===== config.mk =====
export PLATFORM = sky130hd
export DESIGN_NAME = double_buffer_scheduler
export DESIGN_NICKNAME = d
export VERILOG_FILES = /design/src/rtl/double_buffer_pkg.sv /design/src/rtl/idle_timer.sv /design/src/rtl/double_buffer_scheduler.sv
export SDC_FILE = /design/constraint.sdc
export NUM_CORES = 1
export LEC_CHECK = 0
export BUFFER_PORTS_ARGS = -buffer_cell sky130_fd_sc_hd__buf_2
export CAP_MARGIN = 20
export CORE_MARGIN = 10
export CORE_UTILIZATION = 50
export DETAILED_ROUTE_END_ITERATION = 8
export GPL_TIMING_DRIVEN = 0
export MAX_ROUTING_LAYER = met4
export PLACE_DENSITY_LB_ADDON = 0.12
export SETUP_SLACK_MARGIN = 0.05
export SYNTH_ARGS = -nofsm -noshare
export SYNTH_HDL_FRONTEND = slang
export SYNTH_SLANG_ARGS = --single-unit

===== constraint.sdc =====
create_clock -name clock -period 3.4 [get_ports clock]
set_clock_uncertainty 0.1 [all_clocks]
set_input_delay 0.17 -clock clock [delete_from_list [all_inputs] [get_ports clock]]
set_output_delay 0.17 -clock clock [all_outputs]
set_load 0.05 [all_outputs]

===== src/rtl/double_buffer_pkg.sv =====
// double_buffer_pkg: shared FSM state type and default sizing for the double-buffer write scheduler
package double_buffer_pkg;
  localparam int DEFAULT_DATA_WIDTH = 8;
  localparam int DEFAULT_ADDRESS_WIDTH = 8;
  localparam int DEFAULT_TIMEOUT_CYCLES = 255;
  typedef enum logic [2:0] {IDLE, FILL, DRAIN, HOLD, SWITCH} state_t;
endpackage


===== src/rtl/idle_timer.sv =====
// idle_timer: counts consecutive enabled cycles and flags the cycle that reaches the terminal count
module idle_timer #(
  parameter int TERMINAL_COUNT = 255
) (
  input  logic clock,
  input  logic nReset,
  input  logic clear,
  input  logic enable,
  output logic done
);
  localparam int CW = TERMINAL_COUNT > 1 ? $clog2(TERMINAL_COUNT) : 1;
  localparam logic [CW-1:0] LAST = CW'(TERMINAL_COUNT - 1);
  logic [CW-1:0] count;
  assign done = enable && !clear && count == LAST;
  // restart on clear or expiry, otherwise advance while enabled
  always_ff @(posedge clock or negedge nReset)
    if (!nReset) count <= '0;
    else count <= (clear || done) ? '0 : enable ? count + 1'b1 : count;
endmodule


===== src/rtl/double_buffer_scheduler.sv =====
// double_buffer_scheduler: fills one half of a double buffer from a stream and publishes it to the consumer
module double_buffer_scheduler
  import double_buffer_pkg::*;
#(
  parameter int DATA_WIDTH = DEFAULT_DATA_WIDTH,
  parameter int ADDRESS_WIDTH = DEFAULT_ADDRESS_WIDTH,
  parameter int TIMEOUT_CYCLES = DEFAULT_TIMEOUT_CYCLES
) (
  input  logic                     clock,
  input  logic                     nReset,
  input  logic                     inValid,
  input  logic [DATA_WIDTH-1:0]    inData,
  input  logic                     inLast,
  output logic                     inReady,
  output logic                     bufWriteEnable,
  output logic [DATA_WIDTH-1:0]    bufDataIn,
  output logic                     bufSwitch,
  input  logic                     bufFull,
  input  logic                     consumerDone,
  output logic [ADDRESS_WIDTH-1:0] fillCount,
  output logic [15:0]              switchCount
);
  localparam logic [ADDRESS_WIDTH-1:0] CAPACITY = '1;
  localparam logic [ADDRESS_WIDTH-1:0] LAST_SLOT = CAPACITY - 1'b1;
  state_t state;
  logic consumer_busy;
  logic accept;
  logic done_seen;
  logic seal;
  logic timeout;
  assign inReady = nReset && (state == IDLE || state == FILL) && !bufFull && fillCount != CAPACITY;
  assign accept = inValid && inReady;
  assign done_seen = consumerDone && consumer_busy;
  assign seal = accept && (inLast || fillCount == LAST_SLOT);
  idle_timer #(.TERMINAL_COUNT(TIMEOUT_CYCLES)) u_idle_timer (
    .clock(clock),
    .nReset(nReset),
    .clear(state != FILL || accept),
    .enable(state == FILL && !accept),
    .done(timeout)
  );
  // write path, fill/switch bookkeeping and the buffer hand-off state machine
  always_ff @(posedge clock or negedge nReset)
    if (!nReset) begin
      state <= IDLE;
      consumer_busy <= 1'b0;
      fillCount <= '0;
      switchCount <= '0;
      bufWriteEnable <= 1'b0;
      bufDataIn <= '0;
      bufSwitch <= 1'b0;
    end else begin
      bufWriteEnable <= accept;
      if (accept) bufDataIn <= inData;
      if (accept) fillCount <= fillCount + 1'b1;
      if (done_seen) consumer_busy <= 1'b0;
      bufSwitch <= 1'b0;
      case (state)
        IDLE: if (accept) state <= seal ? DRAIN : FILL;
        FILL: if (seal || timeout) state <= DRAIN;
        DRAIN:
          if (fillCount == '0) state <= IDLE;
          else if (!consumer_busy || done_seen) begin
            state <= SWITCH;
            bufSwitch <= 1'b1;
          end else state <= HOLD;
        HOLD:
          if (done_seen) begin
            state <= SWITCH;
            bufSwitch <= 1'b1;
          end
        SWITCH: begin
          state <= IDLE;
          fillCount <= '0;
          consumer_busy <= 1'b1;
          if (~&switchCount) switchCount <= switchCount + 16'd1;
        end
        default: state <= IDLE;
      endcase
    end
endmodule

[Word-level counts from Yosys, hierarchy flattened]
Index checks and enable logic that the tools add are counted.
Storage, ports and cells
  bits in registers: 46
  bits of input ports: 14
  output and inout port bits: 35
  logic and storage cells: 67
Cells by class
  add/subtract/negate cells: 3
  eq/ne operators: 11
  multiplexer cells: 17
  bitwise operators: 1
  reduce and logical (&&, ||, !) cells: 27
Operator list (count)
  two-way mux 8 bit: 4
  adder 16 x 1 -> 16 bit, second input constant: 1
  adder 8 x 1 -> 8 bit, second input constant: 2
  equality test 8 bit, second input constant: 2
  AND reduction 16 bit: 1
  two-way mux 3 bit: 5
  one-hot mux 3 bit (4 select lines): 1
  logical AND 1 bit: 9
  zero test 8 bit: 1
  != test 8 bit, second input constant: 1
  equality test 3 x 2 -> 1 bit, second input constant: 2
  logical OR 1 bit: 6
  nonzero test 2 bit: 3
  two-way mux 1 bit: 5
  zero test 1 bit: 4
  != test 2 bit, second input constant: 2
  equality test 3 x 1 -> 1 bit, second input constant: 1
  equality test 3 bit, second input constant: 1
  zero test 3 bit: 1
  != test 3 x 1 -> 1 bit, second input constant: 1
  AND reduction 3 bit: 1
  two-way mux 2 bit: 1
  != test 2 x 1 -> 1 bit, second input constant: 1
  one-hot mux 1 bit (2 select lines): 1
  other kinds (2): 2

[Logic depth before layout (Yosys ltp)]
  depth in word-level cells: 13
  depth in mapped cells: 7
  mapped depth without buffers: 6

[Hierarchy]
A second synthesis with hierarchy kept.
Second synthesis, totals
  cell total of the unflattened synthesis: 212
  area, all modules: 2311.0 sq um
Modules (own cells, without submodules)
  double_buffer_scheduler: instances 1, cells an instance 169, area an instance 1865.5 sq um, sequential area each 950.9 sq um
  idle_timer: instances 1, cells an instance 43, area an instance 445.4 sq um, sequential area each 200.2 sq um

[Worst setup path before layout]
Ideal clock, no wire load.
  path kind: reg-to-reg
  start point: register fillCount[1]
  end point: register state[0]
  library setup time: 0.087 ns
  data arrival time: 1.960 ns
  data required time: 3.213 ns
  slack: 1.254 ns
  cell stages (with the launch flop): 7
  path buffers: 1
  period minus slack after synthesis: 2.146 ns
  path through: dfrtp_1 ha_1 nand3_1 o211ai_2 buf_2 nand4_1 o211ai_1
Between the ends
  word-level cells in the longest chain between the ends: 10
  elaborated cells between the ends (all ways): 21
  classes of those cells: eq/ne: 4; mux: 4; reduce/logical: 13
Ends and longest elaborated chain
  from (decl): RTL line double_buffer_scheduler.sv:20  | output logic [ADDRESS_WIDTH-1:0] fillCount,
  from (signal assigned): RTL line double_buffer_scheduler.sv:55  | if (accept) fillCount <= fillCount + 1'b1;
  != test 8 bit: RTL line double_buffer_scheduler.sv:31  | assign inReady = nReset && (state == IDLE || state == FILL) && !bufFull && fillCount != CAPACITY;
  logical AND 1 bit: RTL line double_buffer_scheduler.sv:31
  logical AND 1 bit: RTL line double_buffer_scheduler.sv:32  | assign accept = inValid && inReady;
  zero test 1 bit / logical OR 1 bit (equally long branches): RTL line double_buffer_scheduler.sv:39, double_buffer_scheduler.sv:38
  logical AND 1 bit / zero test 1 bit (equally long branches): RTL line double_buffer_scheduler.sv:39, idle_timer.sv:14
  logical AND 1 bit (2 in a row): RTL line idle_timer.sv:14  | assign done = enable && !clear && count == LAST;
  logical OR 1 bit: RTL line double_buffer_scheduler.sv:60  | FILL: if (seal || timeout) state <= DRAIN;
  != test 2 x 1 -> 1 bit (no line)
  AND reduction 3 bit (no line)
  to (signal assigned): RTL line double_buffer_scheduler.sv:59  | IDLE: if (accept) state <= seal ? DRAIN : FILL;
  to (decl): RTL line double_buffer_scheduler.sv:25  | state_t state;
Several ways; a longest one is shown, not always the timed one. The select of a mux whose other input is x is not followed.
A chain may end at the register's enable or synchronous reset.

[Worst setup path after layout]
  start point: input nReset
  end point: register bufDataIn[4]
Between the ends
  word-level cells in the longest chain between the ends: 4
Ends and longest elaborated chain
  from (decl): RTL line double_buffer_scheduler.sv:10  | input logic nReset,
  logical AND 1 bit (3 in a row): RTL line double_buffer_scheduler.sv:31
  logical AND 1 bit: RTL line double_buffer_scheduler.sv:32
  via accept: RTL line double_buffer_scheduler.sv:27  | logic accept;
  to (signal assigned): RTL line double_buffer_scheduler.sv:54  | if (accept) bufDataIn <= inData;
  to (decl): RTL line double_buffer_scheduler.sv:16  | output logic [DATA_WIDTH-1:0] bufDataIn,
The timed path passes the listed nets, and every way through them passes these cells.

==> flow_summary.html <==
<table>
<tr><th>Metric</th><th>Value</th></tr>
<tr><th colspan="2">Clock tree</th></tr>
<tr><td>CTS tree</td><td>yes</td></tr>
<tr><td>Total number of clock tree sinks</td><td>46</td></tr>
<tr><td>Htree depth</td><td>2</td></tr>
<tr><td>Post-CTS setup buffer count</td><td>0</td></tr>
<tr><td>Num CTS Buffers</td><td>5</td></tr>
<tr><td>Reg clk slew, reported paths</td><td>0.08 ns</td></tr>
<tr><td>Clock root buffer master</td><td>sky130_fd_sc_hd__clkbuf_8</td></tr>
<tr><td>Max Root-Sink Buffers</td><td>2</td></tr>
<tr><td>Clock latency at the later pin of the worst-skew pair</td><td>0.30 ns</td></tr>
<tr><th colspan="2">Power</th></tr>
<tr><td>Sequential fraction of design power</td><td>0.389</td></tr>
<tr><td>P per Cell Area</td><td>697 nW/µm²</td></tr>
<tr><td>IR Drop Worst-Case VDD</td><td>0.446 mV</td></tr>
<tr><td>Total chip power</td><td>1.96 mW</td></tr>
<tr><td>Leakage power total</td><td>1.38 nW</td></tr>
<tr><td>Clk network pwr share</td><td>0.252</td></tr>
<tr><td>Psw</td><td>0.800 mW</td></tr>
<tr><td>Switch share</td><td>0.408</td></tr>
<tr><td>Combinational cell fraction of total power</td><td>0.359</td></tr>
<tr><td>Total internal power</td><td>1.16 mW</td></tr>
<tr><th colspan="2">Logic synthesis</th></tr>
<tr><td>Number of warnings issued by yosys</td><td>0</td></tr>
<tr><td>Mapped Avg Cell Area</td><td>11.0 µm²</td></tr>
<tr><td>Sequential cell area fraction in the yosys report</td><td>0.502</td></tr>
<tr><td>Primary FF master, synth</td><td>sky130_fd_sc_hd__dfrtp_1</td></tr>
<tr><td>Synthesized net count</td><td>228</td></tr>
<tr><td>Number of cells produced by synthesis</td><td>208</td></tr>
<tr><td>Count of flip-flops with a built-in enable after synthesis</td><td>0</td></tr>
<tr><td>Total standard cell area after synthesis</td><td>2290 µm²</td></tr>
<tr><td>Post-synth cell types</td><td>47</td></tr>
<tr><td>Fraction of registers with async set or reset after synthesis</td><td>1.00</td></tr>
<tr><td>Flops &amp; latches, synth</td><td>46</td></tr>
<tr><th colspan="2">Timing</th></tr>
<tr><td>Number of hold-slack violations in the final timing report</td><td>0</td></tr>
<tr><td>Final min period</td><td>2.61 ns</td></tr>
<tr><td>Final count of pins violating max slew</td><td>0</td></tr>
<tr><td>Setup TNS</td><td>0 ns</td></tr>
<tr><td>Relative slew margins</td><td>0.613</td></tr>
<tr><td>Highest Clock Rate</td><td>383 MHz</td></tr>
<tr><td>Unrepaired setup endpoints after global routing</td><td>false</td></tr>
<tr><td>Actual transition at the worst max-transition pin</td><td>0.566 ns</td></tr>
<tr><td>Crit share post-route</td><td>0.768</td></tr>
<tr><td>Number of setup violations in the final report</td><td>0</td></tr>
<tr><th colspan="2">Cells and area</th></tr>
<tr><td>Post-layout net count</td><td>288</td></tr>
<tr><td>Number of standard cells in the final layout excluding fillers</td><td>321</td></tr>
<tr><td># diodes</td><td>0</td></tr>
<tr><td>Fraction of final layout cells sized beyond drive strength 1</td><td>0.290</td></tr>
<tr><td>Area delta synth-&gt;final</td><td>22.5%</td></tr>
<tr><th colspan="2">Floorplan</th></tr>
<tr><td>Die area</td><td>7700 µm²</td></tr>
<tr><td>CORE AREA</td><td>4380 µm²</td></tr>
<tr><td>Starting Density</td><td>0.523</td></tr>
<tr><td>Number of rows created at floorplan</td><td>24</td></tr>
<tr><td>Horiz. Die Dim</td><td>87.7 µm</td></tr>
<tr><td>Die Y-Extent</td><td>87.7 µm</td></tr>
<tr><td># IOs</td><td>49</td></tr>
<tr><th colspan="2">Setup path</th></tr>
<tr><td>Crit path max-delay cell type</td><td>sky130_fd_sc_hd__dlygate4sd3_1</td></tr>
<tr><td>Worst Setup End Kind</td><td>flop</td></tr>
<tr><td>Max incr delay on CP</td><td>0.52 ns</td></tr>
<tr><td>CP max FO</td><td>25</td></tr>
<tr><td>Critical path startpoint category</td><td>primary input</td></tr>
<tr><td>Buffering stage count on the worst path with inverters included</td><td>5</td></tr>
<tr><td>Required time reported for the critical path endpoint</td><td>3.48 ns</td></tr>
<tr><td>Delay-heaviest family, CP</td><td>buffers and inverters</td></tr>
<tr><td>Worst endpoint data arrival time</td><td>2.70 ns</td></tr>
<tr><td>Worst path cell trace</td><td>dlygate4sd3_1, buf_2, buf_16, nor4b_4, o211ai_2, inv_1, buf_2, mux2_2</td></tr>
<tr><td>Startpoint-to-endpoint class of the critical path</td><td>primary input to flop</td></tr>
<tr><td>Worst path most repeated cell</td><td>sky130_fd_sc_hd__buf_2</td></tr>
<tr><th colspan="2">Route</th></tr>
<tr><td>DRT Wirelength</td><td>5.06 mm</td></tr>
<tr><td>Antenna viol nets, final</td><td>0</td></tr>
<tr><td>Average via count per standard cell</td><td>5.58</td></tr>
<tr><td>Detailed-route via count</td><td>1791</td></tr>
<tr><td>Length of the first detailed-routing pass in iterations</td><td>4</td></tr>
<tr><td>DRC viols</td><td>0</td></tr>
<tr><td>Iter 0 DRT Violations</td><td>79</td></tr>
<tr><td>Post-detailed-route wirelength per cell</td><td>15.8 µm</td></tr>
<tr><th colspan="2">Job</th></tr>
<tr><td>Maximum capacitance violations</td><td>0</td></tr>
<tr><th colspan="2">Placement</th></tr>
<tr><td>Global placement routability congestion</td><td>0.829</td></tr>
<tr><td>Buffers added on ports</td><td>48</td></tr>
<tr><td>Cell count after placement</td><td>308</td></tr>
<tr><td>Hpwl dp</td><td>3.75 mm</td></tr>
<tr><th colspan="2">Global routing</th></tr>
<tr><td>Initial antenna violation count</td><td>0</td></tr>
<tr><td>Pin count of the biggest net entering global routing</td><td>48</td></tr>
<tr><td>Via count of the first global-routing pass</td><td>1824</td></tr>
<tr><td>All-Layer GR Usage</td><td>0.143</td></tr>
<tr><td>Wire length of the first global-routing pass</td><td>8.74 mm</td></tr>
<tr><td>Overall overflow remaining after global route</td><td>0</td></tr>
<tr><th colspan="2">Worst hold path</th></tr>
<tr><td>Class of the tightest hold or removal check</td><td>primary input to flop</td></tr>
<tr><th colspan="2">Status</th></tr>
<tr><td>Status</td><td>complete, no violations</td></tr>
</table>
cell usage in the layout, fill, tap and decap left out, types with 3 or more instances in the layout:
cell type and instances:
sky130_fd_sc_hd__a21oi_1 7, sky130_fd_sc_hd__and3_1 3, sky130_fd_sc_hd__and4_1 4, sky130_fd_sc_hd__buf_2 51
sky130_fd_sc_hd__clkbuf_8 6, sky130_fd_sc_hd__dfrtp_1 46, sky130_fd_sc_hd__dlygate4sd3_1 4, sky130_fd_sc_hd__ha_1 6
sky130_fd_sc_hd__inv_1 7, sky130_fd_sc_hd__mux2_2 9, sky130_fd_sc_hd__nand2_1 11, sky130_fd_sc_hd__nand3_1 12
sky130_fd_sc_hd__nand4_1 11, sky130_fd_sc_hd__nor2_1 18, sky130_fd_sc_hd__nor3_1 4, sky130_fd_sc_hd__o211ai_1 4
sky130_fd_sc_hd__o31ai_1 4, sky130_fd_sc_hd__xnor2_1 7, sky130_fd_sc_hd__xor2_1 13
metrics by stage:
step	cell area [µm²]	hold slack (ns)	setup WS [ns]	util
4_1_cts	2770	0.000540	0.517	0.632
3_3_place_gp	2600	0.300	0.750	0.593
6_report	2810	0.00340	0.787	0.641
2_1_floorplan	2290	-0.226	1.25	-
5_1_grt	2810	0.00245	0.617	0.641
3_5_place_dp	2600	0.307	0.735	0.593
Yosys cell counts (2+ instances only):
master,n,share of area
sky130_fd_sc_hd__a21oi_1,7,0.015
sky130_fd_sc_hd__a31oi_1,2,0.0055
sky130_fd_sc_hd__and2_1,2,0.0055
sky130_fd_sc_hd__and3_1,3,0.0082
sky130_fd_sc_hd__and4_1,4,0.015
sky130_fd_sc_hd__and4b_1,2,0.0087
sky130_fd_sc_hd__buf_2,3,0.0065
sky130_fd_sc_hd__dfrtp_1,46,0.50
sky130_fd_sc_hd__ha_1,6,0.033
sky130_fd_sc_hd__inv_1,7,0.011
sky130_fd_sc_hd__mux2_2,9,0.044
sky130_fd_sc_hd__mux2i_1,2,0.0087
sky130_fd_sc_hd__nand2_1,11,0.018
sky130_fd_sc_hd__nand2b_1,2,0.0055
sky130_fd_sc_hd__nand3_1,12,0.026
sky130_fd_sc_hd__nand4_1,11,0.030
sky130_fd_sc_hd__nor2_1,18,0.029
sky130_fd_sc_hd__nor3_1,4,0.0087
sky130_fd_sc_hd__nor3_2,2,0.0087
sky130_fd_sc_hd__nor3b_1,2,0.0065
sky130_fd_sc_hd__o211ai_1,4,0.013
sky130_fd_sc_hd__o31ai_1,4,0.013
sky130_fd_sc_hd__or3_1,2,0.0055
sky130_fd_sc_hd__or4_1,2,0.0065
sky130_fd_sc_hd__xnor2_1,7,0.027
sky130_fd_sc_hd__xor2_1,13,0.050
sequential cells by signal, summed over array words and instances, names as in the netlist:
register,count
consumer_busy,1
switchCount,16
bufWriteEnable,1
bufDataIn,8
fillCount,8
u_idle_timer.count,8
state,3
bufSwitch,1
layout make-up:
| type | instances | area (µm²) |
|---|---|---|
| clock inverter | 2 | 60.1 |
| timing repair buffer | 53 | 308 |
| inverter | 7 | 26.3 |
| clock buffer | 6 | 82.6 |
| fill | 364 | 1580 |
| buffer | 6 | 35.0 |
| multi-input combinational | 149 | 1080 |
| tap | 52 | 65.1 |
| sequential | 46 | 1150 |
path summary, 6_finish.rpt:
| check | start | end | slack (ns) | depth (start not counted) |
|---|---|---|---|---|
| max in group asynchronous | nReset | switchCount[9]$_DFFE_PN0P_ | 2.39 | 3 |
| min in group asynchronous | nReset | switchCount[5]$_DFFE_PN0P_ | 0.30 | 2 |
| hold reg to reg | bufDataIn[0]$_DFFE_PN0P_ | bufDataIn[0]$_DFFE_PN0P_ | 0.41 | 1 |
| setup / recovery | nReset | bufDataIn[4]$_DFFE_PN0P_ | 0.79 | 8 |
| setup reg to reg | fillCount[1]$_DFFE_PN0P_ | state[0]$_DFFE_PN0P_ | 1.21 | 6 |
| hold / removal | inData[0] | bufDataIn[0]$_DFFE_PN0P_ | 0.003 | 2 |
per-layer routing:
| layer | global-route usage | share of wire |
|---|---|---|
| met1 | 0.177 | 0.45 |
| met4 | 0.0377 | 0.0065 |
| met5 | - | 0 |
| met2 | 0.224 | 0.49 |
| met3 | 0.0418 | 0.057 |
power by group through the flow:
stage                     Sequential (mW)  Clock [mW]  Combinational [mW]
final                               0.762       0.494               0.702
after global placement              0.765           0               0.690
after CTS                           0.761       0.505               0.705
after global routing                0.782       0.526               0.767
after detailed placement            0.770           0               0.702
after floorplan                      1.03           0               0.251
kinds of logic (layout without fill, tap and decap cells):
logic type	count (synthesis)	count (layout)	share of synthesized area
AND/OR/NAND/NOR	87	87	0.233
flip-flops	46	46	0.502
AO/OA/AOI/OAI	25	25	0.0764
XOR/XNOR	20	20	0.0764
buffers and inverters	13	74	0.0267
multiplexers	11	11	0.0529
adder cells (fa/ha/maj)	6	6	0.0327
repair_timing:
| action | 4_1_cts | 5_1_grt |
|---|---|---|
| hold buffers | 3 | 1 |
| endpoints found under the setup margin | 0 | 0 |
| gates resized for setup | 0 | 0 |
| hold endpoints to repair | 48 | 1 |
No activity file was read; power rests on OpenSTA's default activity.
